**src/rtl/multiprec_pkg.sv**
```systemverilog
// Shared types and defaults for the multi-precision add/sub sequencer.
package multiprec_pkg;

  localparam int unsigned DEF_DATA_W  = 64;
  localparam int unsigned DEF_SLICE_W = 16;

  typedef enum logic [1:0] {
    IDLE = 2'd0,
    RUN  = 2'd1,
    DONE = 2'd2
  } state_t;

  // One slice-adder result: sum bits, carry out of the MSB, carry into the MSB
  typedef struct packed {
    logic [DEF_SLICE_W-1:0] s;
    logic                   cout;
    logic                   c_msb;
  } slice_res_t;

endpackage

```
**src/rtl/multiprec_addsub_seq_if.sv**
```systemverilog
// Operand/result handshake bundle for multiprec_addsub_seq.
// With STATUS_FLAGS_EN defined, the ovf and zero status lines are added.
interface multiprec_addsub_seq_if
  import multiprec_pkg::*;
#(
  parameter int unsigned DATA_W = DEF_DATA_W
);

  logic              in_valid;
  logic              in_ready;
  logic [DATA_W-1:0] a;
  logic [DATA_W-1:0] b;
  logic              sub;
  logic              out_valid;
  logic              out_ready;
  logic [DATA_W-1:0] sum;
  logic              cout;
`ifdef STATUS_FLAGS_EN
  logic              ovf;
  logic              zero;
`endif

  // Producer/consumer side
  modport master (
    output in_valid, a, b, sub, out_ready,
`ifdef STATUS_FLAGS_EN
    input  ovf, zero,
`endif
    input  in_ready, out_valid, sum, cout
  );

  // Sequencer side
  modport slave (
    input  in_valid, a, b, sub, out_ready,
`ifdef STATUS_FLAGS_EN
    output ovf, zero,
`endif
    output in_ready, out_valid, sum, cout
  );

endinterface

```
**src/rtl/addsub_slice.sv**
```systemverilog
// Combinational SLICE_W-bit ripple slice; exposes the carry into the MSB
// so a signed-overflow flag can be formed. Any adder with the same ports
// can replace it.
module addsub_slice
  import multiprec_pkg::*;
#(
  parameter int unsigned SLICE_W = DEF_SLICE_W
) (
  input  logic [SLICE_W-1:0] a,
  input  logic [SLICE_W-1:0] b,
  input  logic               cin,
  output logic [SLICE_W-1:0] s,
  output logic               cout,
  output logic               c_msb
);

  logic [SLICE_W-2:0] lo;
  logic               hi;

  // Lower bits produce the carry into the MSB
  assign {c_msb, lo} = {1'b0, a[SLICE_W-2:0]} + {1'b0, b[SLICE_W-2:0]} + SLICE_W'(cin);

  // MSB produces the slice carry-out
  assign {cout, hi} = 2'(a[SLICE_W-1]) + 2'(b[SLICE_W-1]) + 2'(c_msb);

  assign s = {hi, lo};

endmodule

```
**src/rtl/multiprec_addsub_seq.sv**
```systemverilog
// DATA_W-bit add/subtract computed one SLICE_W slice per clock, LS slice
// first, carry chained through a register. Slice width follows
// multiprec_pkg::DEF_SLICE_W because the slice result struct lives there.
// Optional STATUS_FLAGS_EN adds registered ovf and zero outputs.
module multiprec_addsub_seq
  import multiprec_pkg::*;
#(
  parameter int unsigned DATA_W  = DEF_DATA_W,
  parameter int unsigned SLICE_W = DEF_SLICE_W
) (
  input logic                  clk,
  input logic                  rst_n,
  multiprec_addsub_seq_if.slave bus
);

  localparam int unsigned NSLICE = DATA_W / SLICE_W;
  localparam int unsigned CNT_W  = (NSLICE > 1) ? $clog2(NSLICE) : 1;
  localparam logic [CNT_W-1:0] LAST = CNT_W'(NSLICE - 1);

  state_t             state;
  state_t             next_state;
  logic               in_ready_d;
  logic               out_valid_d;
  logic               in_ready_q;
  logic               out_valid_q;
  logic [DATA_W-1:0]  op_a;
  logic [DATA_W-1:0]  op_b;
  logic [DATA_W-1:0]  sum_q;
  logic               cout_q;
  logic               carry;
  logic [CNT_W-1:0]   cnt;
  logic [SLICE_W-1:0] a_sl;
  logic [SLICE_W-1:0] b_sl;
  logic               last_c;
  slice_res_t         res;

  assign last_c = (cnt == LAST);
  assign a_sl   = op_a[32'(cnt)*SLICE_W +: SLICE_W];
  assign b_sl   = op_b[32'(cnt)*SLICE_W +: SLICE_W];

  addsub_slice #(.SLICE_W(SLICE_W)) u_slice (
    .a     (a_sl),
    .b     (b_sl),
    .cin   (carry),
    .s     (res.s),
    .cout  (res.cout),
    .c_msb (res.c_msb)
  );

  // State register
  always_ff @(posedge clk or negedge rst_n) begin
    if (!rst_n) state <= IDLE;
    else        state <= next_state;
  end

  // Next-state decode
  always_comb begin
    next_state = state;
    case (state)
      IDLE:    if (bus.in_valid) next_state = RUN;
      RUN:     if (last_c)       next_state = DONE;
      DONE:    if (bus.out_ready) next_state = IDLE;
      default: next_state = IDLE;
    endcase
  end

  // Handshake outputs, decoded from the upcoming state and registered below
  always_comb begin
    in_ready_d  = 1'b0;
    out_valid_d = 1'b0;
    case (next_state)
      IDLE:    in_ready_d  = 1'b1;
      DONE:    out_valid_d = 1'b1;
      default: ;
    endcase
  end

  // Operand capture, slice accumulation and result registers
  always_ff @(posedge clk or negedge rst_n) begin
    if (!rst_n) begin
      in_ready_q  <= 1'b1;
      out_valid_q <= 1'b0;
      op_a        <= '0;
      op_b        <= '0;
      sum_q       <= '0;
      cout_q      <= 1'b0;
      carry       <= 1'b0;
      cnt         <= '0;
    end else begin
      in_ready_q  <= in_ready_d;
      out_valid_q <= out_valid_d;
      case (state)
        IDLE: if (bus.in_valid) begin
          op_a  <= bus.a;
          op_b  <= bus.sub ? ~bus.b : bus.b;
          carry <= bus.sub;
          cnt   <= '0;
        end
        RUN: begin
          sum_q[32'(cnt)*SLICE_W +: SLICE_W] <= res.s;
          carry <= res.cout;
          cnt   <= cnt + CNT_W'(1);
          if (last_c) cout_q <= res.cout;
        end
        default: ;
      endcase
    end
  end

  assign bus.in_ready  = in_ready_q;
  assign bus.out_valid = out_valid_q;
  assign bus.sum       = sum_q;
  assign bus.cout      = cout_q;

`ifdef STATUS_FLAGS_EN
  logic ovf_q;
  logic zero_q;
  logic zacc;

  // Signed overflow and zero detect, settled on the last slice
  always_ff @(posedge clk or negedge rst_n) begin
    if (!rst_n) begin
      ovf_q  <= 1'b0;
      zero_q <= 1'b0;
      zacc   <= 1'b0;
    end else begin
      case (state)
        IDLE: if (bus.in_valid) zacc <= 1'b1;
        RUN: begin
          zacc <= zacc & (res.s == '0);
          if (last_c) begin
            ovf_q  <= res.c_msb ^ res.cout;
            zero_q <= zacc & (res.s == '0);
          end
        end
        DONE: if (bus.out_ready) zero_q <= 1'b0;
        default: ;
      endcase
    end
  end

  assign bus.ovf  = ovf_q;
  assign bus.zero = zero_q;
`else
  logic unused_c_msb;
  assign unused_c_msb = res.c_msb;
`endif

endmodule

```
**src/flat_wrapper.sv**
```systemverilog
// flat-port wrapper written by rule: the top's interface ports become plain ports
module multiprec_addsub_seq_flat import multiprec_pkg::*;
#(
  parameter int unsigned DATA_W  = DEF_DATA_W,
  parameter int unsigned SLICE_W = DEF_SLICE_W
)
  (clk, rst_n, bus_in_valid, bus_a, bus_b, bus_sub, bus_out_ready, bus_in_ready, bus_out_valid, bus_sum, bus_cout);
  multiprec_addsub_seq_if #(.DATA_W(DATA_W)) bus_i ();
  input logic clk;
  input logic rst_n;
  input wire logic [$bits(bus_i.in_valid)-1:0] bus_in_valid;
  input wire logic [$bits(bus_i.a)-1:0] bus_a;
  input wire logic [$bits(bus_i.b)-1:0] bus_b;
  input wire logic [$bits(bus_i.sub)-1:0] bus_sub;
  input wire logic [$bits(bus_i.out_ready)-1:0] bus_out_ready;
  output wire logic [$bits(bus_i.in_ready)-1:0] bus_in_ready;
  output wire logic [$bits(bus_i.out_valid)-1:0] bus_out_valid;
  output wire logic [$bits(bus_i.sum)-1:0] bus_sum;
  output wire logic [$bits(bus_i.cout)-1:0] bus_cout;
  assign bus_i.in_valid = bus_in_valid;
  assign bus_i.a = bus_a;
  assign bus_i.b = bus_b;
  assign bus_i.sub = bus_sub;
  assign bus_i.out_ready = bus_out_ready;
  assign bus_in_ready = bus_i.in_ready;
  assign bus_out_valid = bus_i.out_valid;
  assign bus_sum = bus_i.sum;
  assign bus_cout = bus_i.cout;
  multiprec_addsub_seq #(.DATA_W(DATA_W), .SLICE_W(SLICE_W)) u_core (.clk(clk), .rst_n(rst_n), .bus(bus_i));
endmodule
```
**config.mk**
```make
export PLATFORM = sky130hd
export DESIGN_NAME = multiprec_addsub_seq_flat
export DESIGN_NICKNAME = d
export VERILOG_FILES = /design/src/rtl/multiprec_pkg.sv /design/src/rtl/multiprec_addsub_seq_if.sv /design/src/rtl/addsub_slice.sv /design/src/rtl/multiprec_addsub_seq.sv /design/src/flat_wrapper.sv
export SDC_FILE = /design/constraint.sdc
export NUM_CORES = 1
export LEC_CHECK = 0
export ABC_CLOCK_PERIOD_IN_PS = 4070
export BUFFER_PORTS_ARGS = -buffer_cell sky130_fd_sc_hd__buf_2
export CORE_MARGIN = 10
export CORE_UTILIZATION = 55
export DETAILED_ROUTE_END_ITERATION = 10
export GPL_ROUTABILITY_DRIVEN = 0
export PLACE_DENSITY = 0.8
export SLEW_MARGIN = 20
export SYNTH_ARGS = -nofsm -noshare
export SYNTH_HDL_FRONTEND = slang
export SYNTH_HIERARCHICAL = 1
export SYNTH_SLANG_ARGS = --single-unit
```
**constraint.sdc**
```tcl
create_clock -name clk -period 4.07 [get_ports clk]
set_input_delay 0.407 -clock clk [delete_from_list [all_inputs] [get_ports clk]]
set_output_delay 0.407 -clock clk [all_outputs]
set_load 0.01 [all_outputs]
```
==> results of run 1 <==
## final timing paths
kind                                    start                 end  slack [ps]  cells after the start
min in group clk                    bus_a[47]     u_core/op_a[47]         190                      2
max reg2reg                     u_core/cnt[0]  u_core/bus.sum[47]         380                      9
min                                     rst_n  u_core/bus.sum[18]          80                      1
max in group asynchronous               rst_n  u_core/bus.sum[12]        2950                      2
min reg2reg                u_core/bus.sum[25]  u_core/bus.sum[25]         480                      2
max                             u_core/cnt[0]  u_core/bus.sum[47]         380                      9
## area by class of cell
cell class                      count  area, um2
Multi-Input combinational cell    540       4240
Clock buffer                       22        474
Clock inverter                     10       71.3
Timing Repair Buffer              212       1140
Tap cell                          225        282
Inverter                           12       45.0
Sequential cell                   200       5010
Fill cell                        1278       5860
## per-layer routing
metal,vias up,GRT usage,part of all wire
met5,-,0,0
met1,3379,0.266,0.41
met2,246,0.337,0.49
met3,36,0.0558,0.081
li1,3173,-,-
met4,0,0.0734,0.023
## sequential cells by signal, summed over array words and instances (netlist names)
| signal | count |
|---|---|
| u_core/bus.sum | 64 |
| u_core/op_a | 64 |
| u_core/op_b | 64 |
| u_core/cnt | 2 |
| u_core/state | 2 |
| u_core/bus.cout | 1 |
| u_core/bus.in_ready | 1 |
| u_core/bus.out_valid | 1 |
| u_core/carry | 1 |
## power by group
| part | total (uW) | switching, uW | internal [uW] | leakage [uW] |
|---|---|---|---|---|
| sequential | 3510 | 634 | 2880 | 0.00243 |
| combinational | 6380 | 3710 | 2670 | 0.00242 |
| clock | 1560 | 734 | 830 | 0.000259 |
| total | 11500 | 5080 | 6380 | 0.00511 |
## worst register-to-register path: cells and delay by family, from the launching register on
| family | cells | cell delay, ps |
|---|---|---|
| buf+inv | 1 | 80 |
| fa+ha+maj | 2 | 860 |
| mux | 1 | 610 |
| compound gates | 5 | 1210 |
| flops | 1 | 810 |
## through the flow
step	instances	util	total power [uW]	instance area (um2)	hold slack [ps]
floorplan	806	-	7900	9530	111
finish	1221	0.657	11500	11300	80.7
global placement	1187	0.624	9600	10700	456
detailed placement	1187	0.624	9830	10700	465
CTS	1219	0.656	11400	11200	146
global route	1221	0.657	12200	11300	167
==> flow_summary.toml, run 1 <==
[run_status]
outcome = "complete, no violations"

[power_and_ir_drop]
power.leakage_uw = 0.00511
worst_ir_drop_vdd_mv = 0.613
power.density_cell_area_nw_per_um2 = 1020

[synthesis]
syn-cell-area_um2 = 9530
post_synth_inst_count = 806
synth_area_per_cell_um2 = 11.8
synthesis.nets = 962
yosysWarnings = 6

[timing]
period_minus_slack_ps = 3690
worst_slew_pin_slew_ps = 980
drv_slew = 0
final.setup.tns_ps = 0
timing_hold_violations_final = 0
max_slew_margin = 0.347
postLayoutSetupSlackWorst_ps = 383
final.period_utilization = 0.906
finalSetupViolations = 0
clock_skew_ps = 16.6
maxClockFrequency_ghz = 0.271
grt_setup_unrepaired = "false"

[clock_network]
cts_root_buf = "sky130_fd_sc_hd__clkbuf_16"
clkTransAtPathRegs_ps = 70
cts_made_buffers = 17
clk_latency_ps = 450
cts_tree = "done"
cts.repair.resized = 0
ctsHoldBuffers = 0
cts.repair_timing.setup_buffer_count = 0
clock_tree.buffer_depth = 2
deepest_level_of_the_cts_h_tree = 4
clock-sinks = 200

[critical_path]
kind_of_start_point_of_the_critical_path = "flip-flop"
critical-path-top-delay-family = "compound AO/OA/AOI/OAI gates"
cp_data_arrival_time_ps = 4000
timing.critical_path.slowest_stage_cell = "sky130_fd_sc_hd__dfrtp_2"
timing.critical_path.cells = "mux4_2 > ha_1 > o21ai_0 > o21ai_0 > a31oi_2 > o31a_1 > fa_1 > inv_1 > a22o_1"
end_kind = "flip-flop"
path_common_cell = "sky130_fd_sc_hd__o21ai_0"
critPathRequiredTime_ps = 4390
worst-path-max-fanout = 20
crit_buf_inv = 1
timing.critical_path.slowest_cell_delay_ps = 810
worstSetupPathType = "reg2reg"

[final_layout]
nNetsFinal = 1139
antenna_cells = 0
drive_above_1_share = 0.355
areaGrowthSynthToFinish_pct = 18.0
mostFrequentLayoutCells = "sky130_fd_sc_hd__buf_2 (197), sky130_fd_sc_hd__dfrtp_1 (197), sky130_fd_sc_hd__nand2_1 (78)"

[global_route]
grt_pass1_vias = 7031
grt_antenna_before_repair = 0
pin_count_of_the_biggest_net_entering_global_routing = 193
first_pass_grt_wire_length_mm = 37.2
overflow = 0
grt.total_usage = 0.209

[floorplan]
die_width_um = 152
fp.coreArea_um2 = 17100
i_o_pin_cnt = 200
chipHeight_um = 152
die_area_um2 = 23000
placement_rows = 48
floorplan.initialDensity = 0.557

[route]
vias = 6834
avgRoutedWirePerCell_um = 19.5
routed_wl_mm = 23.8
detailedRoute.firstIterationViolations = 412
drtPass1Iterations = 5
drt_drc_violations_left = 0
routed_via_density = 5.60
ant_nets = 0

[place]
dp_worst_setup_slack_ps = 366
dp.final_hpwl_mm = 17.6
portBuffers = 199

[job]
maxCapViolCount = 0

[hold_path]
hp-class = "in2async"
(Power assumes the default switching activity.)
==> run 2: changes to the inputs <==
CELL_PAD_IN_SITES_DETAIL_PLACEMENT = 1   (was default)
CELL_PAD_IN_SITES_GLOBAL_PLACEMENT = 1   (was default)
CORE_UTILIZATION = 44   (was 55)
PLACE_DENSITY = 0.81   (was 0.8)
SLEW_MARGIN = 40   (was 20)
SYNTH_HIERARCHICAL = default   (was 1)
==> flow_summary.toml, run 2 <==
[run_status]
outcome = "complete, no violations"

[clock_network]
cts.repair_timing.setup_buffer_count = 0
clock_tree.buffer_depth = 2
clkTransAtPathRegs_ps = 70
clock-sinks = 200
clk_latency_ps = 440
cts_made_buffers = 17
cts_root_buf = "sky130_fd_sc_hd__clkbuf_16"
cts_tree = "done"
deepest_level_of_the_cts_h_tree = 4

[timing]
finalHoldWorstSlack_ps = 195
maxClockFrequency_ghz = 0.274
grt_setup_unrepaired = "false"
final.period_utilization = 0.897
worst_slew_pin_slew_ps = 818
finalSetupViolations = 0
drv_slew = 0
postLayoutSetupSlackWorst_ps = 420
clock_skew_ps = 10.4
final.setup.tns_ps = 0
period_minus_slack_ps = 3650
timing_hold_violations_final = 0
max_slew_margin = 0.451

[critical_path]
cp_num_cells = 10
crit_buf_inv = 1
timing.critical_path.slowest_stage_cell = "sky130_fd_sc_hd__dfrtp_4"
path_common_cell = "sky130_fd_sc_hd__o21ai_0"
worst-path-max-fanout = 15
cp_data_arrival_time_ps = 4000
setup.reg_to_reg.worst_slack_ps = 420
worstReg2RegEnd = "u_core.bus.sum[47]"
timing.critical_path.slowest_cell_delay_ps = 610
critical-path-top-delay-family = "compound AO/OA/AOI/OAI gates"
startpoint_of_the_worst_setup_timing_path = "u_core.cnt[0]"
kind_of_start_point_of_the_critical_path = "flip-flop"
critPathRequiredTime_ps = 4420
worstRegToRegCells = 10
timing.critical_path.cells = "buf_4 > mux4_2 > ha_1 > a21oi_1 > o211ai_1 > a41oi_2 > o21ai_0 > a31oi_1 > fa_1 > o21ai_0"
capture_point_of_the_worst_path = "u_core.bus.sum[47]"
end_kind = "flip-flop"
worstSetupPathType = "reg2reg"
worstReg2RegStart = "u_core.cnt[0]"

[floorplan]
i_o_pin_cnt = 200
chipHeight_um = 166
die_width_um = 166
die_area_um2 = 27700
placement_rows = 53
fp.coreArea_um2 = 21100
floorplan.initialDensity = 0.448

[synthesis]
synth_common_cells = "sky130_fd_sc_hd__dfrtp_1 (199), sky130_fd_sc_hd__a21oi_1 (77), sky130_fd_sc_hd__nor2_1 (72)"
number_of_distinct_library_cells_after_synthesis = 52
syn-cell-area_um2 = 9440
number_of_register_bits_inferred_by_synthesis = 200
yosysMostFrequentCell = "sky130_fd_sc_hd__dfrtp_1"
most_used_dff_post_synth = "sky130_fd_sc_hd__dfrtp_1"
synthesis.nets = 916
post_synth_inst_count = 760
synth_top_cells_by_area = "sky130_fd_sc_hd__dfrtp_1 (53%), sky130_fd_sc_hd__mux2_2 (7.8%), sky130_fd_sc_hd__mux4_2 (7.6%)"
async_flop_share = 1.00
synth_edf_count = 0
synth_area_per_cell_um2 = 12.4
yosys.area.top_type_share = 0.527
yosysWarnings = 0
synthDominantAreaCellType = "sky130_fd_sc_hd__dfrtp_1"
yosysSeqAreaShare = 0.530

[global_route]
pin_count_of_the_biggest_net_entering_global_routing = 193
grt_pass1_vias = 7537
first_pass_grt_wire_length_mm = 43.6
grt_antenna_before_repair = 1
overflow = 0
grt.total_usage = 0.197

[hold_path]
timing.hold.worst_path_depth = 2
hp-class = "in2reg"

[place]
dp_worst_setup_slack_ps = 294
portBuffers = 199
dp.final_hpwl_mm = 20.3

[final_layout]
final_core_utilization = 0.534
nNetsFinal = 1099
drive_above_1_share = 0.369
n_fill_cell = 2278
mostFrequentLayoutCells = "sky130_fd_sc_hd__buf_2 (197), sky130_fd_sc_hd__dfrtp_1 (197), sky130_fd_sc_hd__a21oi_1 (77)"
areaGrowthSynthToFinish_pct = 19.4

[job]
maxCapViolCount = 0

[route]
drt_drc_violations_left = 0
vias = 6798
routed_wl_mm = 27.6
avgRoutedWirePerCell_um = 22.5
detailedRoute.firstIterationViolations = 420
drtPass1Iterations = 5
ant_nets = 0
routed_via_density = 5.53

[power_and_ir_drop]
worst_ir_drop_vdd_mv = 0.504
power.leakage_uw = 0.00507
power.density_cell_area_nw_per_um2 = 1010
-- run 2: power breakdown --
group          leakage (uW)  switching, uW  internal (uW)
Sequential          0.00243            634           2840
Combinational       0.00239           3710           2570
Clock              0.000252            762            850
-- run 2: layer usage --
| layer | part of all wire | track usage | wire [um] | up-vias |
|---|---|---|---|---|
| met1 | 0.44 | 0.254 | 12200 | 3463 |
| met2 | 0.48 | 0.320 | 13400 | 224 |
| met5 | 0 | 0 | 0 | - |
| met4 | 0.017 | 0.0641 | 474 | 0 |
| met3 | 0.056 | 0.0466 | 1560 | 34 |
| li1 | - | - | - | 3077 |
-- run 2: area by class of cell --
class                      count  area (um2)  share of cell area
clock inverter                11         104             0.00922
inverter                       8        30.0             0.00266
multi-input combinational    508        4200               0.373
clock buffer                  18         439              0.0390
antenna                        1        2.50            0.000222
sequential                   200        5010               0.445
tap                          275         344              0.0305
timing repair buffer         208        1140               0.101
-- run 2: worst min path at each step --
stage | start | end | slack (ps)
global route | bus_a[60] | u_core.op_a[60] | 180
global placement | u_core.bus.sum[34] | u_core.bus.sum[34] | 460
finish | bus_a[60] | u_core.op_a[60] | 190
CTS | bus_a[22] | u_core.op_a[22] | 180
detailed placement | rst_n | u_core.bus.sum[49] | 420
floorplan | rst_n | u_core.bus.cout | 110
-- run 2: stage by stage --
step	cell area, um2	power, uW	std cells
4_1_cts	11200	11400	1227
3_3_place_gp	10700	9330	1197
3_5_place_dp	10700	9670	1197
5_1_grt	11300	12200	1229
6_report	11300	11400	1229
2_1_floorplan	9440	7730	760
-- run 2: kinds of logic (layout without fill, tap and decap cells) --
kind of cell,Yosys count,after routing,share of synthesized area
and+or+nand+nor,136,136,0.0649
xor gates and xnor gates,74,74,0.0686
muxes,100,100,0.157
adders and majority gates,23,23,0.0329
AOI/OAI and AO/OA,175,175,0.121
other,0,1,0
DFF,200,200,0.530
buffers and inverters,52,245,0.0253
-- run 2: worst reg2reg max path: cells and delay by family (launching register included) --
kind | cells | cell delay [ps]
buffers and inverters | 1 | 330
DFF | 1 | 610
AOI/OAI and AO/OA | 6 | 1250
adders and majority gates | 2 | 840
muxes | 1 | 540
-- run 2: timing repair --
action,4_1_cts,5_1_grt
resized for setup,0,1
hold buffers,1,0
endpoints found under the hold margin,105,0
endpoints found under the setup margin,0,3
